## src/rtl/ct_pmp_napot_enc.sv

```systemverilog
// -----------------------------------------------------------------------------
// ct_pmp_napot_enc
//
// Purpose:
//   Inverse of the PMP address comparator. Accepts a region request (page-
//   granular base PA[39:12] plus log2 size k, region = 4KB << k), validates it,
//   encodes the NAPOT pmpaddr value, writes it into the selected PMP entry over
//   a valid/ack port and then returns a one-cycle status pulse.
//
//   Optional feature macro: PMP_NAPOT_ENC_TOR_EN
//     When defined, a request with req_tor=1 programs a TOR region instead:
//     entry idx-1 gets the bottom (A=OFF) and entry idx gets the exclusive
//     top (A=TOR). When undefined, req_tor/req_top are ignored.
//
// Ports:
//   cpuclk, cpurst_b       clock, asynchronous active-low reset
//   req_vld/req_rdy        request handshake (ready only while idle)
//   req_idx                target PMP entry
//   req_base               region base page number
//   req_size               size exponent k
//   req_tor, req_top       TOR request and exclusive top page (optional)
//   pmp_entry_lock         per-entry L bits, sampled in the check cycle only
//   enc_wr_vld/pmp_wr_ack  write handshake to the PMP register file
//   enc_wr_idx/addr/amode  write payload, held stable until acknowledged
//   enc_rsp_vld            one-cycle completion pulse
//   enc_rsp_err            error flag, valid with enc_rsp_vld
// -----------------------------------------------------------------------------
module ct_pmp_napot_enc #(
    parameter int ADDR_WIDTH = 28,
    parameter int ENTRY_NUM  = 8,
    parameter int IDX_W      = 3
) (
    input  logic                  cpuclk,
    input  logic                  cpurst_b,
    input  logic                  req_vld,
    output logic                  req_rdy,
    input  logic [IDX_W-1:0]      req_idx,
    input  logic [ADDR_WIDTH-1:0] req_base,
    input  logic [4:0]            req_size,
    input  logic                  req_tor,
    input  logic [ADDR_WIDTH-1:0] req_top,
    input  logic [ENTRY_NUM-1:0]  pmp_entry_lock,
    output logic                  enc_wr_vld,
    output logic [IDX_W-1:0]      enc_wr_idx,
    output logic [ADDR_WIDTH:0]   enc_wr_addr,
    output logic [1:0]            enc_wr_amode,
    input  logic                  pmp_wr_ack,
    output logic                  enc_rsp_vld,
    output logic                  enc_rsp_err
);

    typedef enum logic [2:0] {
        S_IDLE,
        S_CHECK,
        S_WR_LO,
        S_WR,
        S_RSP
    } state_e;

    localparam logic [1:0] AMODE_OFF   = 2'b00;
    localparam logic [1:0] AMODE_TOR   = 2'b01;
    localparam logic [1:0] AMODE_NAPOT = 2'b11;

    localparam logic [4:0]          MAX_K = 5'(ADDR_WIDTH);
    localparam logic [ADDR_WIDTH:0] ONE   = {{ADDR_WIDTH{1'b0}}, 1'b1};

    state_e                  state_q, state_d;
    logic [IDX_W-1:0]        idx_q, idx_d;
    logic [ADDR_WIDTH-1:0]   base_q, base_d;
    logic [4:0]              size_q, size_d;
    logic [IDX_W-1:0]        wr_idx_q, wr_idx_d;
    logic [ADDR_WIDTH:0]     wr_addr_q, wr_addr_d;
    logic [1:0]              wr_amode_q, wr_amode_d;
    logic                    rsp_err_q, rsp_err_d;

    // NAPOT datapath: ones_k = (1<<k)-1. Out-of-range k is rejected as an
    // error, so its wrapped shift value never reaches the write port.
    logic [ADDR_WIDTH:0]     ones_k;
    logic                    napot_err;
    logic [ADDR_WIDTH:0]     napot_addr;

    always_comb begin
        ones_k     = (ONE << size_q) - ONE;
        napot_err  = (size_q > MAX_K)
                   || (|(base_q & ones_k[ADDR_WIDTH-1:0]))
                   || pmp_entry_lock[idx_q];
        // Clear bits [k:0] of {base,0}, then fill bits [k-1:0] with ones.
        // Bit k ends up zero, which is the NAPOT size marker.
        napot_addr = ({base_q, 1'b0} & ~{ones_k[ADDR_WIDTH-1:0], 1'b1}) | ones_k;
    end

`ifdef PMP_NAPOT_ENC_TOR_EN
    logic                    tor_q, tor_d;
    logic [ADDR_WIDTH-1:0]   top_q, top_d;
    logic                    tor_err;
    logic [IDX_W-1:0]        idx_lo;

    always_comb begin
        idx_lo  = idx_q - IDX_W'(1);
        // Entry 0 has an implicit bottom of address 0, so it cannot take a
        // non-zero base; otherwise the bottom lives in entry idx-1, which
        // must be writable too.
        tor_err = (top_q <= base_q)
                || pmp_entry_lock[idx_q]
                || ((idx_q != '0) && pmp_entry_lock[idx_lo])
                || ((idx_q == '0) && (base_q != '0));
    end
`else
    logic unused_tor;
    assign unused_tor = ^{req_tor, req_top};
`endif

    // NOTE: every variable driven here gets a default first, so no path
    // through the case statement can leave one unassigned and infer a latch.
    always_comb begin
        state_d    = state_q;
        idx_d      = idx_q;
        base_d     = base_q;
        size_d     = size_q;
        wr_idx_d   = wr_idx_q;
        wr_addr_d  = wr_addr_q;
        wr_amode_d = wr_amode_q;
        rsp_err_d  = rsp_err_q;
`ifdef PMP_NAPOT_ENC_TOR_EN
        tor_d      = tor_q;
        top_d      = top_q;
`endif

        case (state_q)
            S_IDLE: begin
                if (req_vld) begin
                    idx_d     = req_idx;
                    base_d    = req_base;
                    size_d    = req_size;
                    rsp_err_d = 1'b0;
`ifdef PMP_NAPOT_ENC_TOR_EN
                    tor_d     = req_tor;
                    top_d     = req_top;
`endif
                    state_d   = S_CHECK;
                end
            end

            S_CHECK: begin
`ifdef PMP_NAPOT_ENC_TOR_EN
                if (tor_q) begin
                    if (tor_err) begin
                        rsp_err_d = 1'b1;
                        state_d   = S_RSP;
                    end else if (idx_q != '0) begin
                        wr_idx_d   = idx_lo;
                        wr_addr_d  = {base_q, 1'b0};
                        wr_amode_d = AMODE_OFF;
                        state_d    = S_WR_LO;
                    end else begin
                        wr_idx_d   = idx_q;
                        wr_addr_d  = {top_q, 1'b0};
                        wr_amode_d = AMODE_TOR;
                        state_d    = S_WR;
                    end
                end else begin
                    if (napot_err) begin
                        rsp_err_d = 1'b1;
                        state_d   = S_RSP;
                    end else begin
                        wr_idx_d   = idx_q;
                        wr_addr_d  = napot_addr;
                        wr_amode_d = AMODE_NAPOT;
                        state_d    = S_WR;
                    end
                end
`else
                if (napot_err) begin
                    rsp_err_d = 1'b1;
                    state_d   = S_RSP;
                end else begin
                    wr_idx_d   = idx_q;
                    wr_addr_d  = napot_addr;
                    wr_amode_d = AMODE_NAPOT;
                    state_d    = S_WR;
                end
`endif
            end

            S_WR_LO: begin
`ifdef PMP_NAPOT_ENC_TOR_EN
                if (pmp_wr_ack) begin
                    wr_idx_d   = idx_q;
                    wr_addr_d  = {top_q, 1'b0};
                    wr_amode_d = AMODE_TOR;
                    state_d    = S_WR;
                end
`else
                state_d = S_IDLE;
`endif
            end

            S_WR: begin
                if (pmp_wr_ack) begin
                    state_d = S_RSP;
                end
            end

            S_RSP: begin
                state_d = S_IDLE;
            end

            default: begin
                state_d = S_IDLE;
            end
        endcase
    end

    // NOTE: state registers use non-blocking assignments so every flop samples
    // pre-edge values regardless of process evaluation order.
    always_ff @(posedge cpuclk or negedge cpurst_b) begin
        if (!cpurst_b) begin
            state_q    <= S_IDLE;
            idx_q      <= '0;
            base_q     <= '0;
            size_q     <= '0;
            wr_idx_q   <= '0;
            wr_addr_q  <= '0;
            wr_amode_q <= AMODE_OFF;
            rsp_err_q  <= 1'b0;
        end else begin
            state_q    <= state_d;
            idx_q      <= idx_d;
            base_q     <= base_d;
            size_q     <= size_d;
            wr_idx_q   <= wr_idx_d;
            wr_addr_q  <= wr_addr_d;
            wr_amode_q <= wr_amode_d;
            rsp_err_q  <= rsp_err_d;
        end
    end

`ifdef PMP_NAPOT_ENC_TOR_EN
    always_ff @(posedge cpuclk or negedge cpurst_b) begin
        if (!cpurst_b) begin
            tor_q <= 1'b0;
            top_q <= '0;
        end else begin
            tor_q <= tor_d;
            top_q <= top_d;
        end
    end
`endif

    // Handshake outputs decode directly from the state, so an async reset
    // drops enc_wr_vld in the same instant.
    assign req_rdy      = (state_q == S_IDLE);
    assign enc_wr_vld   = (state_q == S_WR) || (state_q == S_WR_LO);
    assign enc_rsp_vld  = (state_q == S_RSP);
    assign enc_rsp_err  = rsp_err_q;
    assign enc_wr_idx   = wr_idx_q;
    assign enc_wr_addr  = wr_addr_q;
    assign enc_wr_amode = wr_amode_q;

endmodule
```

## config.mk

```make
export PLATFORM = sky130hd
export DESIGN_NAME = ct_pmp_napot_enc
export DESIGN_NICKNAME = d
export VERILOG_FILES = /design/src/rtl/ct_pmp_napot_enc.sv
export SDC_FILE = /design/constraint.sdc
export NUM_CORES = 1
export LEC_CHECK = 0
export BUFFER_PORTS_ARGS = -buffer_cell sky130_fd_sc_hd__buf_2
export CAP_MARGIN = 0
export CORE_MARGIN = 10
export CORE_UTILIZATION = 30
export DETAILED_ROUTE_END_ITERATION = 12
export HOLD_SLACK_MARGIN = 0.15
export PLACE_DENSITY = 0.55
export SKIP_CTS_REPAIR_TIMING = 1
export SYNTH_ARGS = -nofsm -noshare
export SYNTH_HDL_FRONTEND = slang
export SYNTH_SLANG_ARGS = --single-unit
export TNS_END_PERCENT = 50
```

## constraint.sdc

```tcl
create_clock -name cpuclk -period 5.2 [get_ports cpuclk]
set_input_delay 0.26 -clock cpuclk [delete_from_list [all_inputs] [get_ports cpuclk]]
set_output_delay 0.26 -clock cpuclk [all_outputs]
set_load 0.05 [all_outputs]
```

==> flow_summary_export.csv, run 1 <==
group,metric,value,unit
yosys,synth-edff-count,0,
timing,setup_viol,0,
timing,fmax,231,MHz
grt,first_global_vias,3499,
yosys,async_reset_ff_frac,1.00,
timing,fin_hold_ws,65.7,ps
finish,fin_nets,555,
routing,routedWlPerCell,18.3,um
finish,seq_area,1830,um2
power,ir_drop,0.000138,V
yosys,synth_top_family_by_area,"multiplexers",
yosys,synth_ff_type,"dfrtp_1",
yosys,synth-simple-area-share,0.148,
cts,clock-sinks,73,
finish,drive_above_1_share,0.372,
routing,drc_errors,0,
timing,finalHoldViolCount,0,
routing,routed_wl,12100,um
finish,multiInputGateArea,2140,um2
yosys,synth_area_leader_cell,"dfrtp_1",
yosys,synth_top_area_frac,0.436,
placed_design,numPortBuffers,85,
routing,via_count,3377,
floorplanning,core.rowCount,43,
timing,worstMarginPinSlew,920,ps
floorplanning,fp.dieH,138,um
power,power_density,439,nW/um2
floorplanning,die_area,19100,um2
outcome,outcome,"finished clean",
yosys,yosys.area_share.xor_xnor,0.00627,
cts,insertion_delay,330,ps
cts,clockRootBuffer,"clkbuf_16",
finish,num-fill-cells,1422,
timing,slew_headroom,0.386,
yosys,synth_warnings,0,
timing,fin_skew,6.47,ps
cts,cts_buffers,9,
grt,antenna_found_initial,0,
grt,grt_max_degree,74,
cts,cts.htree.levels,3,
routing,vias_per_cell,5.11,
yosys,synth_area_leaders,"dfrtp_1 (44%), mux2_2 (8.9%), mux2_4 (7.2%)",
routing,drt_iter0_drc,268,
cts,cts_tree,"yes",
routing,detail-route-antenna-nets,0,
setup_path,critPathKind,"flop to flop",
placed_design,dp_hpwl,8920,um
yosys,avgSynthCellArea,10.5,um2
hold_path,hold_path.class,"primary input to async pin",
grt,grt.total_usage,0.124,
yosys,synth_compound_area_frac,0.159,
timing,period_share,0.834,
cts,cts.clk_slew.worst_paths,60,ps
routing,drt_pass1_iterations,5,
setup_path,arrival,4550,ps
timing,rsz0062_at_grt,"false",
finish,antenna_cells,0,
finish,syn_to_final_growth,21.6,%
yosys,synth_cells,399,
placed_design,gp_congestion,0.897,
floorplanning,initial_core_util,0.304,
floorplanning,fp.dieW,138,um
timing,slew_viol_final,0,
yosys,synthAdderAreaFrac,0.00299,
floorplanning,core_area,13800,um2
setup_path,crit_path_start_kind,"flop",
yosys,syn_nets,477,
yosys,syn_area,4190,um2
setup_path,worstPathRequired,5410,ps
timing,period_needed,4340,ps
yosys,yosysSeqAreaShare,0.436,
yosys,ys_types,66,
timing,timing.setup.tns,0,ps
yosys,ys_seq_elements,73,
grt,grt_pass1_wl,19500,um
setup_path,cp_max_fo,25,
cts,clockBufferDepth,2,
setup_path,end_kind,"flop",
flow_run,max-cap-violations,0,
floorplanning,ios,115,
yosys,synthMuxAreaShare,0.194,
power,leakage,2.39,nW
grt,overflow,0,
-- report_power, final --
| part | internal [W] | total, W | switching [W] | leakage, nW |
|---|---|---|---|---|
| registers | 0.000659 | 0.000765 | 0.000106 | 0.932 |
| logic | 0.000310 | 0.000793 | 0.000483 | 1.30 |
| clock network | 0.000457 | 0.000678 | 0.000221 | 0.162 |
| total | 0.00143 | 0.00224 | 0.000811 | 2.39 |
-- flip-flops by register name, indices dropped and copies added, names as in the netlist --
register	cells
state_q	3
base_q	28
enc_rsp_err	1
size_q	5
enc_wr_idx	3
idx_q	3
enc_wr_amode	1
enc_wr_addr	29
-- kinds of logic after synthesis --
family	Yosys count
simple gates	113
buf+inv	43
mux	64
compound gates	102
fa+ha+maj	1
flops	73
xor+xnor	3
-- Yosys cell counts (3+ instances only) --
master / n
o2111a_1: 3
mux2_1: 6
o211ai_1: 5
o22ai_1: 4
nand4_1: 3
mux2i_1: 3
clkbuf_1: 8
o31ai_1: 3
buf_2: 13
o21a_1: 4
dfrtp_1: 73
o21ai_0: 31
nand2_1: 40
buf_1: 4
or3_1: 4
a22o_1: 3
a21o_1: 8
inv_1: 11
or3b_2: 3
a21oi_1: 23
mux2_4: 20
nor2_1: 16
nor3_1: 6
mux2_2: 33
nand3_1: 11
or2_2: 3
nand2b_1: 6
-- worst paths after layout --
kind / from / end / slack, ps / cells after the start
setup / recovery: size_q[2]$_DFFE_PN0P_ / enc_wr_addr[8]$_DFFE_PN0P_ / 860 / 13
hold / removal: cpurst_b / enc_wr_amode[0]$_DFFE_PN0P_ / 70 / 1
setup reg to reg: size_q[2]$_DFFE_PN0P_ / enc_wr_addr[8]$_DFFE_PN0P_ / 860 / 13
hold reg to reg: enc_wr_addr[0]$_DFFE_PN0P_ / enc_wr_addr[0]$_DFFE_PN0P_ / 480 / 1
max in group asynchronous: cpurst_b / base_q[21]$_DFFE_PN0P_ / 4540 / 1
min in group cpuclk: req_base[4] / base_q[4]$_DFFE_PN0P_ / 140 / 3
-- per-stage QoR --
step	worst slack, ps	utilization	instance area, um2	std cells	power [W]
2_1_floorplan	1430	-	4190	399	0.00133
5_1_grt	485	0.370	5100	661	0.00238
3_3_place_gp	943	0.345	4750	644	0.00156
4_1_cts	888	0.369	5080	659	0.00226
6_report	862	0.370	5100	661	0.00224
3_5_place_dp	911	0.345	4750	644	0.00156
-- worst max-delay path: stages (launching register included) --
cell and delay (ps):
dfrtp_1 820, or2_2 320, nor2_1 90, nand2_1 100, ha_1 740, buf_4 310
nor4_1 60, o211ai_1 340, nand2_1 160, a21oi_1 210, nand4b_2 220, nor2_8 160
buf_4 290, mux2_2 380
-- metal layers --
layer,GRT usage,vias to the layer above,wire length [um]
met3,0.0370,11,662
met5,0,-,0
li1,-,1619,-
met1,0.157,1652,5500
met4,0.0427,0,170
met2,0.198,95,5780
-- area by class of cell --
type	instances	area share
Tap cell	180	0.0442
Clock buffer	13	0.0530
Multi-Input combinational cell	283	0.420
Inverter	13	0.00957
Sequential cell	73	0.358
Clock inverter	2	0.0118
Timing Repair Buffer	97	0.103
-- cells in the final DEF (no fill, tap or decap), types with 6 or more instances in the layout --
cell,n
buf_4,11
inv_1,11
clkbuf_16,9
o21ai_0,31
buf_2,84
mux2_2,33
dfrtp_1,73
nor2_1,16
mux2_4,20
mux2_1,6
a21oi_1,23
a21o_1,8
nand3_1,11
nand2_1,40
nand2b_1,6
No activity file was read; power rests on OpenSTA's default activity.
==> run 2, diff against run 1 <==
--- a/config.mk
+++ b/config.mk
@@ -11,7 +11,7 @@
 export CORE_UTILIZATION = 30
 export DETAILED_ROUTE_END_ITERATION = 12
 export HOLD_SLACK_MARGIN = 0.15
-export PLACE_DENSITY = 0.55
+export PLACE_DENSITY = 0.56
 export SKIP_CTS_REPAIR_TIMING = 1
 export SYNTH_ARGS = -nofsm -noshare
 export SYNTH_HDL_FRONTEND = slang
==> constraint.sdc (replaced) <==
create_clock -name cpuclk -period 3.61 [get_ports cpuclk]
set_input_delay 0.1805 -clock cpuclk [delete_from_list [all_inputs] [get_ports cpuclk]]
set_output_delay 0.1805 -clock cpuclk [all_outputs]
set_load 0.05 [all_outputs]
==> run 2 against run 1 <==
Effect of this change: hold slack gained 85 ps; count of clock-buffer cells in the layout unchanged; total power up 45%; combinational power rose by 61%; fmax grew 26%; critical path depth is the same; setup slack got worse by 690 ps; via count up 5.8%; critical path type unchanged.
==> flow_summary_export.csv, run 2 (synthesis gave the netlist of run 1 again) <==
group,metric,value,unit
outcome,outcome,"finished clean",
grt,antenna_found_initial,0,
setup_path,cp_max_fo,14,
floorplanning,fp.dieW,138,um
hold_path,hold_path.startpoint,"pmp_wr_ack",
setup_path,worstPathRequired,3820,ps
setup_path,end_kind,"flop",
finish,seq_area,1830,um2
finish,drive_above_1_share,0.376,
placed_design,preCtsSetupSlack,-17.1,ps
grt,grt_pass1_wl,20000,um
setup_path,arrival,3650,ps
cts,insertion_delay,340,ps
timing,post-route-worst-setup-slack,173,ps
cts,cts_tree,"yes",
placed_design,gp_congestion,0.879,
finish,antenna_cells,0,
cts,clock-sinks,73,
setup_path,r2r_slack,170,ps
floorplanning,die_area,19100,um2
finish,final_util,0.407,
timing,finalHoldViolCount,0,
finish,fin_nets,610,
cts,cts.htree.levels,3,
setup_path,r2r_end,"enc_wr_addr[2]$_DFFE_PN0P_",
routing,detail-route-antenna-nets,0,
power,ir_drop,0.000187,V
routing,drt_iter0_drc,310,
finish,multiInputGateArea,2160,um2
floorplanning,core.rowCount,43,
hold_path,whs_path_depth,3,
cts,cts_buffers,9,
placed_design,place_area,4910,um2
timing,fin_skew,7.65,ps
routing,vias_per_cell,4.98,
grt,grt_max_degree,74,
timing,period_share,0.952,
grt,first_global_vias,3508,
routing,routedWlPerCell,17.7,um
floorplanning,core_area,13800,um2
hold_path,holdPathEnd,"state_q[1]$_DFFE_PN0P_",
power,power_density,579,nW/um2
finish,stdcell_area,5600,um2
cts,clockRootBuffer,"clkbuf_16",
setup_path,critPathKind,"flop to flop",
floorplanning,ios,115,
routing,routed_wl,12700,um
cts,clockBufferDepth,2,
floorplanning,initial_core_util,0.304,
timing,setup_viol,0,
finish,layout_commonest_cell,"buf_2",
timing,slew_headroom,0.390,
finish,final_cell_mix,"buf_2 (84), dfrtp_1 (73), nand2_1 (39)",
placed_design,numPortBuffers,85,
finish,largest_reg_flops,29,
flow_run,max-cap-violations,0,
setup_path,r2r_cells,13,
floorplanning,fp.dieH,138,um
grt,grt.total_usage,0.129,
timing,worstMarginPinSlew,914,ps
setup_path,r2r-start,"size_q[1]$_DFFE_PN0P_",
timing,period_needed,3440,ps
placed_design,dp_hpwl,9330,um
grt,overflow,0,
power,leakage,2.63,nW
routing,drt_pass1_iterations,6,
finish,syn_to_final_growth,33.7,%
finish,num-fill-cells,1392,
setup_path,crit_path_start_kind,"flop",
cts,cts.clk_slew.worst_paths,60,ps
timing,rsz0062_at_grt,"false",
hold_path,hold_path.class,"primary input to flop",
routing,via_count,3573,
timing,slew_viol_final,0,
timing,fmax,291,MHz
routing,drc_errors,0,
[run 2: report_power, final]
part / switching, W / total, W / internal [W] / leakage [nW]
combinational: 0.000745 / 0.00128 / 0.000532 / 1.55
sequential: 0.000138 / 0.00109 / 0.000949 / 0.932
clock: 0.000327 / 0.000879 / 0.000552 / 0.144
[run 2: per-layer routing]
metal | global-route usage | wire [um]
met2 | 0.203 | 6150
met5 | 0 | 0
met1 | 0.166 | 5760
met4 | 0.0438 | 207
met3 | 0.0349 | 606
[run 2: worst max path at each step]
stage	from	end	slack, ps	cells past startpoint
after global placement	size_q[1]$_DFFE_PN0P_	enc_wr_addr[3]$_DFFE_PN0P_	90	12
after global routing	size_q[2]$_DFFE_PN0P_	enc_wr_addr[2]$_DFFE_PN0P_	30	13
after floorplan	size_q[4]$_DFFE_PN0P_	enc_wr_idx[1]$_DFFE_PN0P_	10	16
final	size_q[1]$_DFFE_PN0P_	enc_wr_addr[2]$_DFFE_PN0P_	170	13
after detailed placement	size_q[1]$_DFFE_PN0P_	enc_wr_addr[2]$_DFFE_PN0P_	-20	13
after CTS	size_q[1]$_DFFE_PN0P_	enc_wr_addr[2]$_DFFE_PN0P_	-20	13
[run 2: worst max-delay path: stages, from the launching register on]
cell and delay, ps:
dfrtp_1 400, or2_2 320, nor2_2 130, nand2_2 110, ha_4 210, buf_4 190
or3b_2 210, a21oi_1 50, o21ai_0 220, and4_1 230, or4b_4 500, nor2_8 210
buf_4 190, mux2_1 330
[run 2: final cells by class]
type | count | area share
multi-input cells | 283 | 0.386
flip-flops and latches | 73 | 0.326
repair buffers | 152 | 0.187
clock buffers | 13 | 0.0447
well taps | 180 | 0.0402
inverters | 13 | 0.00871
clock inverters | 3 | 0.00715
[run 2: per-stage QoR]
step	hold slack, ps	setup TNS (ps)	total power, W	instances
after floorplan	-115	0	0.00191	399
after global placement	372	0	0.00231	663
after detailed placement	386	-23.9	0.00233	663
after CTS	24.5	-22.7	0.00322	679
after global routing	172	0	0.00344	717
final	150	0	0.00324	717
